--- config.mk ---
export PLATFORM = sky130hd
export DESIGN_NAME = dmem_arbiter
export DESIGN_NICKNAME = d
export VERILOG_FILES = /design/src/rtl/dmem_arbiter.sv
export SDC_FILE = /design/constraint.sdc
export NUM_CORES = 1
export LEC_CHECK = 0
export BUFFER_PORTS_ARGS = -buffer_cell sky130_fd_sc_hd__buf_2
export CELL_PAD_IN_SITES_DETAIL_PLACEMENT = 0
export CELL_PAD_IN_SITES_GLOBAL_PLACEMENT = 1
export CORE_MARGIN = 2
export CORE_UTILIZATION = 18
export DETAILED_ROUTE_END_ITERATION = 7
export HOLD_SLACK_MARGIN = 0.05
export PLACE_DENSITY_LB_ADDON = 0.1
export SLEW_MARGIN = 10
export SYNTH_ARGS = -nofsm -noshare
export SYNTH_HDL_FRONTEND = slang
export SYNTH_SLANG_ARGS = --single-unit
--- constraint.sdc ---
create_clock -name clk -period 2.8 [get_ports clk]
set_input_delay 0.28 -clock clk [delete_from_list [all_inputs] [get_ports clk]]
set_output_delay 0.28 -clock clk [all_outputs]
set_load 0.02 [all_outputs]
--- src/rtl/dmem_arbiter.sv ---
// Single data-memory port arbiter between the core load/store path and a DMA/debug requester.
// Optional counters behind DMEM_ARB_STATS_EN: conflict_cnt and dma_pri_cnt.
module dmem_arbiter #(
    parameter int unsigned DM_ADDRESS   = 9,
    parameter int unsigned DATA_W       = 32,
    parameter int unsigned STARVE_LIMIT = 4
) (
    input  logic                  clk,
    input  logic                  reset,
    input  logic                  core_req,
    input  logic                  core_we,
    input  logic [DM_ADDRESS-1:0] core_addr,
    input  logic [DATA_W-1:0]     core_wdata,
    output logic [DATA_W-1:0]     core_rdata,
    output logic                  core_stall,
    input  logic                  dma_req,
    input  logic                  dma_we,
    input  logic [DM_ADDRESS-1:0] dma_addr,
    input  logic [DATA_W-1:0]     dma_wdata,
    output logic                  dma_gnt,
    output logic                  dma_rvalid,
    output logic [DATA_W-1:0]     dma_rdata,
    output logic                  mem_re,
    output logic                  mem_we,
    output logic [DM_ADDRESS-1:0] mem_addr,
    output logic [DATA_W-1:0]     mem_wdata,
`ifdef DMEM_ARB_STATS_EN
    output logic [15:0]           conflict_cnt,
    output logic [15:0]           dma_pri_cnt,
`endif
    input  logic [DATA_W-1:0]     mem_rdata
);

    typedef enum logic [1:0] {
        IDLE    = 2'd0,
        CORE_RD = 2'd1,
        DMA_RD  = 2'd2
    } state_t;

    state_t     fsm;
    state_t     fsm_next;
    logic [3:0] starve_cnt;
    logic       dma_pri;
    logic       dma_win;
    logic       core_win;

    // DMA takes the port when it has starved long enough or the core is not asking
    assign dma_pri  = dma_req && (starve_cnt == 4'(STARVE_LIMIT));
    assign dma_win  = dma_pri || (dma_req && !core_req);
    assign core_win = !dma_win && core_req;

    always_comb begin
        core_rdata = '0;
        core_stall = 1'b0;
        dma_gnt    = 1'b0;
        dma_rvalid = 1'b0;
        dma_rdata  = '0;
        mem_re     = 1'b0;
        mem_we     = 1'b0;
        mem_addr   = '0;
        mem_wdata  = '0;
        fsm_next   = fsm;
        if (reset) begin
            core_stall = core_req;
            fsm_next   = IDLE;
        end else begin
            case (fsm)
                IDLE: begin
                    if (dma_win) begin
                        dma_gnt    = 1'b1;
                        mem_addr   = dma_addr;
                        core_stall = core_req;
                        if (dma_we) begin
                            mem_we    = 1'b1;
                            mem_wdata = dma_wdata;
                        end else begin
                            mem_re   = 1'b1;
                            fsm_next = DMA_RD;
                        end
                    end else if (core_win) begin
                        mem_addr = core_addr;
                        if (core_we) begin
                            mem_we    = 1'b1;
                            mem_wdata = core_wdata;
                        end else begin
                            mem_re     = 1'b1;
                            core_stall = 1'b1;
                            fsm_next   = CORE_RD;
                        end
                    end
                end
                CORE_RD: begin
                    core_rdata = mem_rdata;
                    fsm_next   = IDLE;
                end
                DMA_RD: begin
                    dma_rvalid = 1'b1;
                    dma_rdata  = mem_rdata;
                    core_stall = core_req;
                    fsm_next   = IDLE;
                end
                default: fsm_next = IDLE;
            endcase
        end
    end

    always_ff @(posedge clk) begin
        if (reset) begin
            fsm        <= IDLE;
            starve_cnt <= '0;
        end else begin
            fsm <= fsm_next;
            if (!dma_req || dma_gnt) begin
                starve_cnt <= '0;
            end else if (starve_cnt != 4'(STARVE_LIMIT)) begin
                starve_cnt <= starve_cnt + 4'd1;
            end
        end
    end

`ifdef DMEM_ARB_STATS_EN
    logic conflict_hit;
    logic pri_hit;

    assign conflict_hit = !reset && (fsm == IDLE) && core_req && dma_req;
    assign pri_hit      = !reset && (fsm == IDLE) && dma_pri;

    always_ff @(posedge clk) begin
        if (reset) begin
            conflict_cnt <= '0;
            dma_pri_cnt  <= '0;
        end else begin
            if (conflict_hit && (conflict_cnt != '1)) begin
                conflict_cnt <= conflict_cnt + 16'd1;
            end
            if (pri_hit && (dma_pri_cnt != '1)) begin
                dma_pri_cnt <= dma_pri_cnt + 16'd1;
            end
        end
    end
`endif

endmodule

==> out/qor.yml, run 1 <==
power:
  power.internal_uw: 317.9
  p_switching_uw: 237.2
  peakVddDrop_mv: 0.1187
  power_uw: 555.1
  p_comb_share_pct: 60.2
  switching_share_pct: 42.73
  p_per_area_nw_per_um2: 200.5
  p_leak_nw: 1.727
  p_clk_share_pct: 23.4
  seqPwrFrac_pct: 16.4
worst_setup_path:
  critical_path_buf_inv_count: 3
  path_cells: "inv_1 -> ha_1 -> and3b_1 -> o21ai_4 -> buf_4 -> o22ai_1 -> buf_2"
  reg2reg_depth: 6
  cpPeakStageDelay_ns: 0.41
  cp_slowest_cell: "buf_4"
  cp-start-kind: "register"
  cp_top_family: "buffers and inverters"
  path_depth: 7
  required_ns: 2.52
  endpoint_kind: "output pin"
  worstPathArrival_ns: 2.05
  worst-path-max-fanout: 45
  crit_type: "register to output pin"
sta:
  rsz0062_at_grt: "no"
  timing.final.hold_violations: 0
  skew_ns: 0.001903
  slew_violations: 0
  max_freq_ghz: 0.4293
  finalCritPeriodShare_pct: 83.19
  layout_setup_ws_ns: 0.4706
  fin_crit_ns: 2.329
  setup_violations: 0
  max_slew_margin_pct: 58.11
  setup-tns-final_ns: 0
  worst_slew_pin_slew_ns: 0.6284
route:
  via_per_inst: 4.534
  wl_per_cell_um: 13.03
  dr.pass1.iters: 5
  routed_wl_mm: 7.544
  vias: 2625
  post-route-drc-count: 0
  drt_iter0_markers: 80
  ant_nets: 0
die:
  die_y_um: 97.25
  num_rows: 34
  core_area_um2: 8593
  initial_core_util_pct: 18.21
  die_w_um: 97.25
  ios: 230
  dieArea_um2: 9458
job:
  cap_violations: 0
clock_network:
  post_cts_buffers: 0
  clkSinkCount: 6
  cts_inserted_buffers: 3
  path_clk_slew_ns: 0.04
  cts_resized: 0
  cts_tree: "built"
  clk-insertion-delay-late_ns: 0.22
  cts_root_buf: "clkbuf_8"
  cts.path.max_buffers: 2
  h-tree-depth: 1
  ctsHoldBuffers: 0
synth:
  synth-seq-area-share_pct: 7.674
  syn_avg_cell_area_um2: 5.929
  yosys_warnings: 0
  synth_fp_nets: 386
  synth.ff_latch_count: 6
  synth_area_um2: 1565
  synth_cells: 264
  synth.distinct_cells: 29
placed_design:
  hpwl_mm: 5.682
  dpl.cell_count: 576
  gp_congestion: 0.8324
  port_buffers: 229
  post-place-ws_ns: 0.7173
finish:
  area_growth_pct: 76.90
  nets: 595
  num_antenna_cells: 0
  finalNonFillerCells: 579
  drive_gt1_share_pct: 51.17
global_route:
  overflow: 0
  grt_start_max_net_pins: 85
  antenna_found_initial: 0
  first_global_vias: 2386
  grt_pass1_wl_mm: 11.92
  grt_usage_pct: 14.65
outcome:
  status: "completed"
worst_hold_path:
  whs_path_depth: 3
  hold_path.class: "input port to register"
metal layers:
| metal | vias up | GRT usage [%] | part of all wire, % |
|---|---|---|---|
| li1 | 1344 | - | - |
| met1 | 1159 | 17.26 | 42 |
| met2 | 108 | 27.14 | 49 |
| met3 | 14 | 2.518 | 6.7 |
| met4 | 0 | 4.167 | 2.3 |
| met5 | - | 0 | 0 |
power groups by stage:
stage	Sequential, mW	Combinational, mW	Clock (mW)
final	0.0910	0.334	0.130
after detailed placement	0.0923	0.335	0
after CTS	0.0910	0.336	0.137
after global placement	0.0922	0.335	0
after floorplan	0.0908	0.195	0
after global routing	0.0916	0.369	0.142
logic make-up (layout without fill, tap and decap cells):
group                    after synthesis  in the layout  share of synthesized area (%)
XOR/XNOR                               2              2                          1.119
AND/OR/NAND/NOR                      168            168                          55.87
buffers and inverters                 36            243                          12.87
AO/OA/AOI/OAI                         49             49                          20.22
adder cells (fa/ha/maj)                2              2                          1.598
flip-flops                             6              6                          7.674
multiplexers                           1              1                         0.6395
layout make-up:
type / count / area (um2)
timing repair buffer: 235 / 1204
tap: 108 / 135.1
clock buffer: 3 / 41.29
fill: 992 / 5824
sequential: 6 / 120.1
inverter: 5 / 18.77
multi-input combinational: 222 / 1250
worst paths after layout:
kind / slack (ns) / start / endpoint
setup reg to reg: 1.11 / starve_cnt[0] / fsm[1]
hold reg to reg: 0.49 / starve_cnt[1] / starve_cnt[1]
setup / recovery: 0.47 / starve_cnt[0] / mem_addr[1]
hold / removal: 0.36 / core_we / fsm[0]
tightest hold or removal path: cells and delay by family:
family                 cells  cell delay (ns)
buffers and inverters      2             0.14
and+or+nand+nor            1             0.12
sequential cells by signal, indices dropped and copies added (netlist names):
name        count
starve_cnt      4
fsm             2
cell usage in the layout, fill, tap and decap left out, types with 2 or more instances in the layout:
cell type,count
a21oi_1,2
clkbuf_8,3
and2_1,32
buf_4,5
o22ai_1,42
xnor2_1,2
nand3b_1,2
nand2_1,55
nor2_1,6
inv_1,5
nand3_1,34
nand4b_1,2
and3_1,32
buf_2,229
dfxtp_1,6
ha_1,2
Yosys cell counts (all sizes together):
cell / count / area (um2)
nor3b: 1 / 12.51
nand4b: 2 / 17.52
nand3: 34 / 170.2
inv: 5 / 18.77
o31ai: 1 / 7.510
nor3: 2 / 15.01
a21oi: 2 / 10.01
mux2i: 1 / 10.01
nand2: 55 / 206.5
o22ai: 42 / 262.8
nand2b: 1 / 6.260
buf: 20 / 141.4
nor2: 6 / 22.52
nand3b: 2 / 15.01
and3b: 1 / 8.760
and3: 32 / 200.2
dfxtp: 6 / 120.1
ha: 2 / 25.02
clkbuf: 11 / 41.29
and2: 32 / 200.2
o21ai: 2 / 21.27
o22a: 1 / 8.760
a31oi: 1 / 6.260
xnor2: 2 / 17.52
per-stage QoR:
stage / hold slack (ns) / cell area [um2] / utilization [%]
5_1_grt: 0.3957 / 2769 / 32.22
2_1_floorplan: 0.4519 / 1565 / -
3_3_place_gp: 0.4955 / 2728 / 31.74
4_1_cts: 0.3539 / 2769 / 32.22
3_5_place_dp: 0.4898 / 2728 / 31.74
6_report: 0.3610 / 2769 / 32.22
Power figures use the tool's default switching activity.
==> inputs of run 2 (changes only) <==
CORE_UTILIZATION = 15   (was 18)
clock period = 2.1 ns   (was 2.8 ns; I/O delays follow)
==> run 2 against run 1 <==
  * Via count up 0.57%
  * Utilization fell by 3.5 points
  * Largest cell class is now buffers
  * Combinational power rose by 43%
  * Flip-flop and latch count did not move
  * Die area up 19%
  * Count of clock-buffer cells in the layout stayed put
  * Highest routed layer unchanged
==> out/qor.yml, run 2 (synthesis gave the netlist of run 1 again) <==
finish:
  reg_top3: "starve_cnt (4), fsm (2)"  # unchanged
  nets: 601  # was 595
  drive_gt1_share_pct: 52.83  # was 51.17%
  num_antenna_cells: 0  # unchanged
  largest_reg_flops: 4  # unchanged
  final_common_cell: "buf_2"  # unchanged
  top_register: "starve_cnt"  # unchanged
  final_cell_mix: "227 x buf_2, 55 x nand2_1, 42 x o22ai_1"  # was 229 x buf_2, 55 x nand2_1, 42 x o22ai_1
  finalNonFillerCells: 613  # was 579
  area_growth_pct: 87.93  # was 76.90%
  finish.instance_area_um2: 2942  # was 2769 um2
route:
  ant_nets: 0  # unchanged
  post-route-drc-count: 0  # unchanged
  dr.pass1.iters: 4  # was 5
  drt_iter0_markers: 162  # was 80
  via_per_inst: 4.307  # was 4.534
  vias: 2640  # was 2625
  wl_per_cell_um: 13.53  # was 13.03 um
  routed_wl_mm: 8.291  # was 7.544 mm
clock_network:
  cts_tree: "built"  # unchanged
  clkSinkCount: 6  # unchanged
  clk-insertion-delay-late_ns: 0.23  # was 0.22 ns
  ctsHoldBuffers: 0  # unchanged
  cts.path.max_buffers: 2  # unchanged
  h-tree-depth: 1  # unchanged
  cts_root_buf: "clkbuf_8"  # unchanged
  cts_inserted_buffers: 3  # unchanged
  path_clk_slew_ns: 0.04  # about the same
worst_setup_path:
  cp-start-kind: "register"  # unchanged
  endpoint_kind: "output pin"  # unchanged
  worstPathArrival_ns: 1.78  # was 2.05 ns
  required_ns: 1.89  # was 2.52 ns
  cp_slowest_cell: "dfxtp_1"  # was buf_4
  worst-path-max-fanout: 11  # was 45
  path_cells: "inv_2 -> ha_4 -> and3b_2 -> o21ai_4 -> buf_12 -> buf_6 -> o22ai_1 -> buf_2"  # was inv_1 -> ha_1 -> and3b_1 -> o21ai_4 -> buf_4 -> o22ai_1 -> buf_2
  crit_type: "register to output pin"  # unchanged
  cpPeakStageDelay_ns: 0.35  # was 0.41 ns
sta:
  fin_crit_ns: 1.990
  timing.final.hold_violations: 0  # unchanged
  setup_violations: 0  # unchanged
  setup-tns-final_ns: 0  # unchanged
  max_slew_margin_pct: 57.82  # was 58.11%
  rsz0062_at_grt: "no"  # unchanged
  max_freq_ghz: 0.5026
  worst_slew_pin_slew_ns: 0.6327  # was 0.6284 ns
  skew_ns: 0.001937  # was 0.001903 ns
  finalCritPeriodShare_pct: 94.74
  slew_violations: 0  # unchanged
die:
  die_y_um: 106.2  # was 97.25 um
  initial_core_util_pct: 15.30  # was 18.21%
  ios: 230  # unchanged
  core_area_um2: 10230  # was 8593 um2
  die_w_um: 106.2  # was 97.25 um
  num_rows: 37  # was 34
  dieArea_um2: 11270  # was 9458 um2
placed_design:
  dpl.cell_count: 604  # was 576
  placed_cell_area_um2: 2775  # was 2728 um2
  gp_congestion: 0.7042  # was 0.8324
  hpwl_mm: 6.026  # was 5.682 mm
  port_buffers: 229  # unchanged
global_route:
  first_global_vias: 2287  # was 2386
  antenna_found_initial: 0  # unchanged
  overflow: 0  # unchanged
  grt_usage_pct: 12.63  # was 14.65%
  grt_start_max_net_pins: 85  # unchanged
  grt_pass1_wl_mm: 11.73  # was 11.92 mm
power:
  peakVddDrop_mv: 0.1144  # was 0.1187 mV
  p_leak_nw: 1.791  # was 1.727 nW
  power_uw: 776.9  # was 555.1 uW
  p_per_area_nw_per_um2: 264.1  # was 200.5 nW/um2
worst_hold_path:
  hold_path.class: "input port to register"  # unchanged
job:
  cap_violations: 0  # unchanged
outcome:
  status: "completed"  # unchanged
## run 2: timing repair
item	CTS	global route
buffers inserted	0	3
setup endpoints to repair	0	44
endpoints found under the hold margin	0	0
resized for setup	0	9
## run 2: path summary, 6_finish.rpt
check,start,end,slack (ns),depth (start not counted)
worst max-delay path,starve_cnt[0],mem_wdata[19],0.11,8
worst min-delay path,core_we,fsm[0],0.33,3
worst max register to register,starve_cnt[0],fsm[1],0.59,7
worst min register to register,starve_cnt[1],starve_cnt[1],0.47,2
## run 2: per-stage QoR
step           hold WS [ns]  setup slack, ns  util, %
2_1_floorplan        0.3819           0.3630        -
6_report             0.3348           0.1104    28.75
3_5_place_dp         0.4894           0.2748    27.12
4_1_cts              0.2945          0.02350    27.53
3_3_place_gp         0.4833           0.2771    27.12
5_1_grt              0.3610          0.02212    28.75
## run 2: worst max-delay path: cells and delay by family, from the launching register on
kind / cells / cell delay [ns]
buffers and inverters: 4 / 0.54
DFF: 1 / 0.35
and+or+nand+nor: 1 / 0.25
AOI/OAI and AO/OA: 2 / 0.24
adders and majority gates: 1 / 0.17
## run 2: power by group
| group | switching, mW | total, mW | internal (mW) |
|---|---|---|---|
| sequential | 0.00306 | 0.121 | 0.118 |
| clock | 0.0553 | 0.179 | 0.124 |
| combinational | 0.273 | 0.477 | 0.204 |
| total | 0.331 | 0.777 | 0.446 |
## run 2: routing by layer
metal,vias up,wire (um),GRT usage (%)
met5,-,0,0
li1,1358,-,-
met4,0,66,2.444
met3,7,508,1.901
met2,106,4239,24.54
met1,1169,3476,14.46
## run 2: layout make-up
type	instances	area (um2)
tap	136	170.2
inverter	5	18.77
multi-input combinational	222	1269
timing repair buffer	241	1321
clock buffer	3	41.29
fill	1190	7289
sequential	6	121.4
==> inputs of run 3 (changes only) <==
==> constraint.sdc (replaced) <==
create_clock -name clk -period 2.1 [get_ports clk]
set_input_delay 0 -clock clk [delete_from_list [all_inputs] [get_ports clk]]
set_output_delay 0 -clock clk [all_outputs]
set_load 0.02 [all_outputs]
==> run 3 against run 2 <==
  * Register-to-register slack worse by 0.14 ns
  * Clock skew fell by 0.0014 ns
  * Combinational power is 1% lower
  * Sequential power barely moved
  * Utilization is 0.42 points lower
  * Cell count grew 0.16%
==> out/qor.yml, run 3 (synthesis gave the netlist of run 1 again) <==
finish:
  drive_gt1_share_pct: 51.88  # was 52.83%
  finalNonFillerCells: 614  # was 613
  num_antenna_cells: 0  # unchanged
  largest_reg_flops: 4  # unchanged
  nets: 602  # was 601
  final_common_cell: "buf_2"  # unchanged
  top_register: "starve_cnt"  # unchanged
  fill_cells: 1213  # was 1190
  area_growth_pct: 85.21  # was 87.93%
  fin_util_pct: 28.34  # was 28.75%
  final_cell_mix: "229 x buf_2, 55 x nand2_1, 42 x o22ai_1"  # was 227 x buf_2, 55 x nand2_1, 42 x o22ai_1
  reg_top3: "starve_cnt (4), fsm (2)"  # unchanged
outcome:
  status: "completed"  # unchanged
placed_design:
  hpwl_mm: 6.038  # was 6.026 mm
  port_buffers: 229  # unchanged
  gp_congestion: 0.7594  # was 0.7042
  dpl.cell_count: 604  # unchanged
route:
  vias: 2687  # was 2640
  drt_iter0_markers: 168  # was 162
  post-route-drc-count: 0  # unchanged
  ant_nets: 0  # unchanged
  dr.pass1.iters: 4  # unchanged
  wl_per_cell_um: 13.24  # was 13.53 um
  routed_wl_mm: 8.132  # was 8.291 mm
  via_per_inst: 4.376  # was 4.307
global_route:
  antenna_found_initial: 0  # unchanged
  met1_usage_pct: 14.29  # was 14.46%
  first_global_vias: 2370  # was 2287
  grt_start_max_net_pins: 85  # unchanged
  grt-busiest-layer: "met2"  # unchanged
  grt_use_met3_pct: 1.901  # unchanged
  overflow: 0  # unchanged
  grt_pass1_wl_mm: 11.63  # was 11.73 mm
  grt_usage_pct: 12.44  # was 12.63%
  use_met2_pct: 23.49  # was 24.54%
clock_network:
  cts_tree: "built"  # unchanged
  cts_resized: 0  # unchanged
  post_cts_buffers: 0  # unchanged
  cts.path.max_buffers: 2  # unchanged
  ctsHoldBuffers: 0  # unchanged
  cts_inserted_buffers: 3  # unchanged
  clk-insertion-delay-late_ns: 0.22  # was 0.23 ns
  h-tree-depth: 1  # unchanged
  path_clk_slew_ns: 0.03  # was 0.04 ns
  clkSinkCount: 6  # unchanged
  cts_root_buf: "clkbuf_8"  # unchanged
sta:
  rsz0062_at_grt: "no"  # unchanged
  worst_slew_pin_slew_ns: 0.6613  # was 0.6327 ns
  finalCritPeriodShare_pct: 91.26  # was 94.74%
  skew_ns: 0.0005081  # was 0.001937 ns
  setup-tns-final_ns: 0  # unchanged
  slew_violations: 0  # unchanged
  max_slew_margin_pct: 55.91  # was 57.82%
  max_freq_ghz: 0.5218  # was 0.5026 GHz
  timing.final.hold_violations: 0  # unchanged
  fin_crit_ns: 1.917  # was 1.990 ns
  setup_violations: 0  # unchanged
power:
  power_uw: 758.2  # was 776.9 uW
  p_leak_nw: 1.778  # was 1.791 nW
  peakVddDrop_mv: 0.2371  # was 0.1144 mV
  p_per_area_nw_per_um2: 261.5  # was 264.1 nW/um2
job:
  cap_violations: 0  # unchanged
die:
  core_area_um2: 10230  # unchanged
  die_y_um: 106.2  # unchanged
  initial_core_util_pct: 15.30  # unchanged
  ios: 230  # unchanged
  dieArea_um2: 11270  # unchanged
  num_rows: 37  # unchanged
  die_w_um: 106.2  # unchanged
worst_setup_path:
  worst-path-max-fanout: 17  # was 11
  startpoint: "starve_cnt[0]"  # unchanged
  endpoint_kind: "output pin"  # unchanged
  r2r_start: "starve_cnt[0]"  # unchanged
  crit_type: "register to output pin"  # unchanged
  worstPathArrival_ns: 1.92  # was 1.78 ns
  cp-start-kind: "register"  # unchanged
  required_ns: 2.10  # was 1.89 ns
worst_hold_path:
  min-delay-start: "core_we"  # unchanged
  hold_path.class: "input port to register"  # unchanged
run 3: area by class of cell:
| type | count | area, um2 | share of cell area (%) |
|---|---|---|---|
| flip-flops and latches | 6 | 120.1 | 4.143 |
| inverters | 5 | 18.77 | 0.6474 |
| clock buffers | 3 | 41.29 | 1.424 |
| repair buffers | 242 | 1299 | 44.80 |
| multi-input cells | 222 | 1250 | 43.12 |
| well taps | 136 | 170.2 | 5.870 |
run 3: stage by stage:
stage	hold WS (ns)	setup WS [ns]	cell area, um2
after floorplan	0.1458	0.5730	1565
after global placement	0.3314	0.3488	2775
after detailed placement	0.3302	0.3088	2775
after CTS	0.1098	0.06428	2816
after global routing	0.1096	0.05127	2899
final	0.1177	0.1834	2899
run 3: per-layer routing:
| layer | part of all wire [%] | routed length, um |
|---|---|---|
| met3 | 6.3 | 509 |
| met2 | 51 | 4149 |
| met5 | 0 | 0 |
| met1 | 40 | 3292 |
| met4 | 2.2 | 180 |
run 3: report_power, final:
part	internal, mW	switching [mW]	total (mW)
Clock	0.123	0.0445	0.167
Combinational	0.199	0.271	0.470
Sequential	0.118	0.00293	0.121
run 3: path summary, 6_finish.rpt:
kind / end / slack (ns) / cells past startpoint
worst max-delay path: mem_wdata[23] / 0.18 / 8
worst min-delay path: fsm[0] / 0.12 / 3
worst max register to register: fsm[1] / 0.45 / 7
worst min register to register: starve_cnt[1] / 0.50 / 2
run 3: worst max-delay path, cell delays in order, from the launching register on:
cell,delay [ns]
dfxtp_1,0.34
inv_1,0.08
ha_1,0.23
and3b_1,0.27
o21ai_4,0.19
buf_12,0.15
clkbuf_16,0.18
o22ai_1,0.07
buf_2,0.17
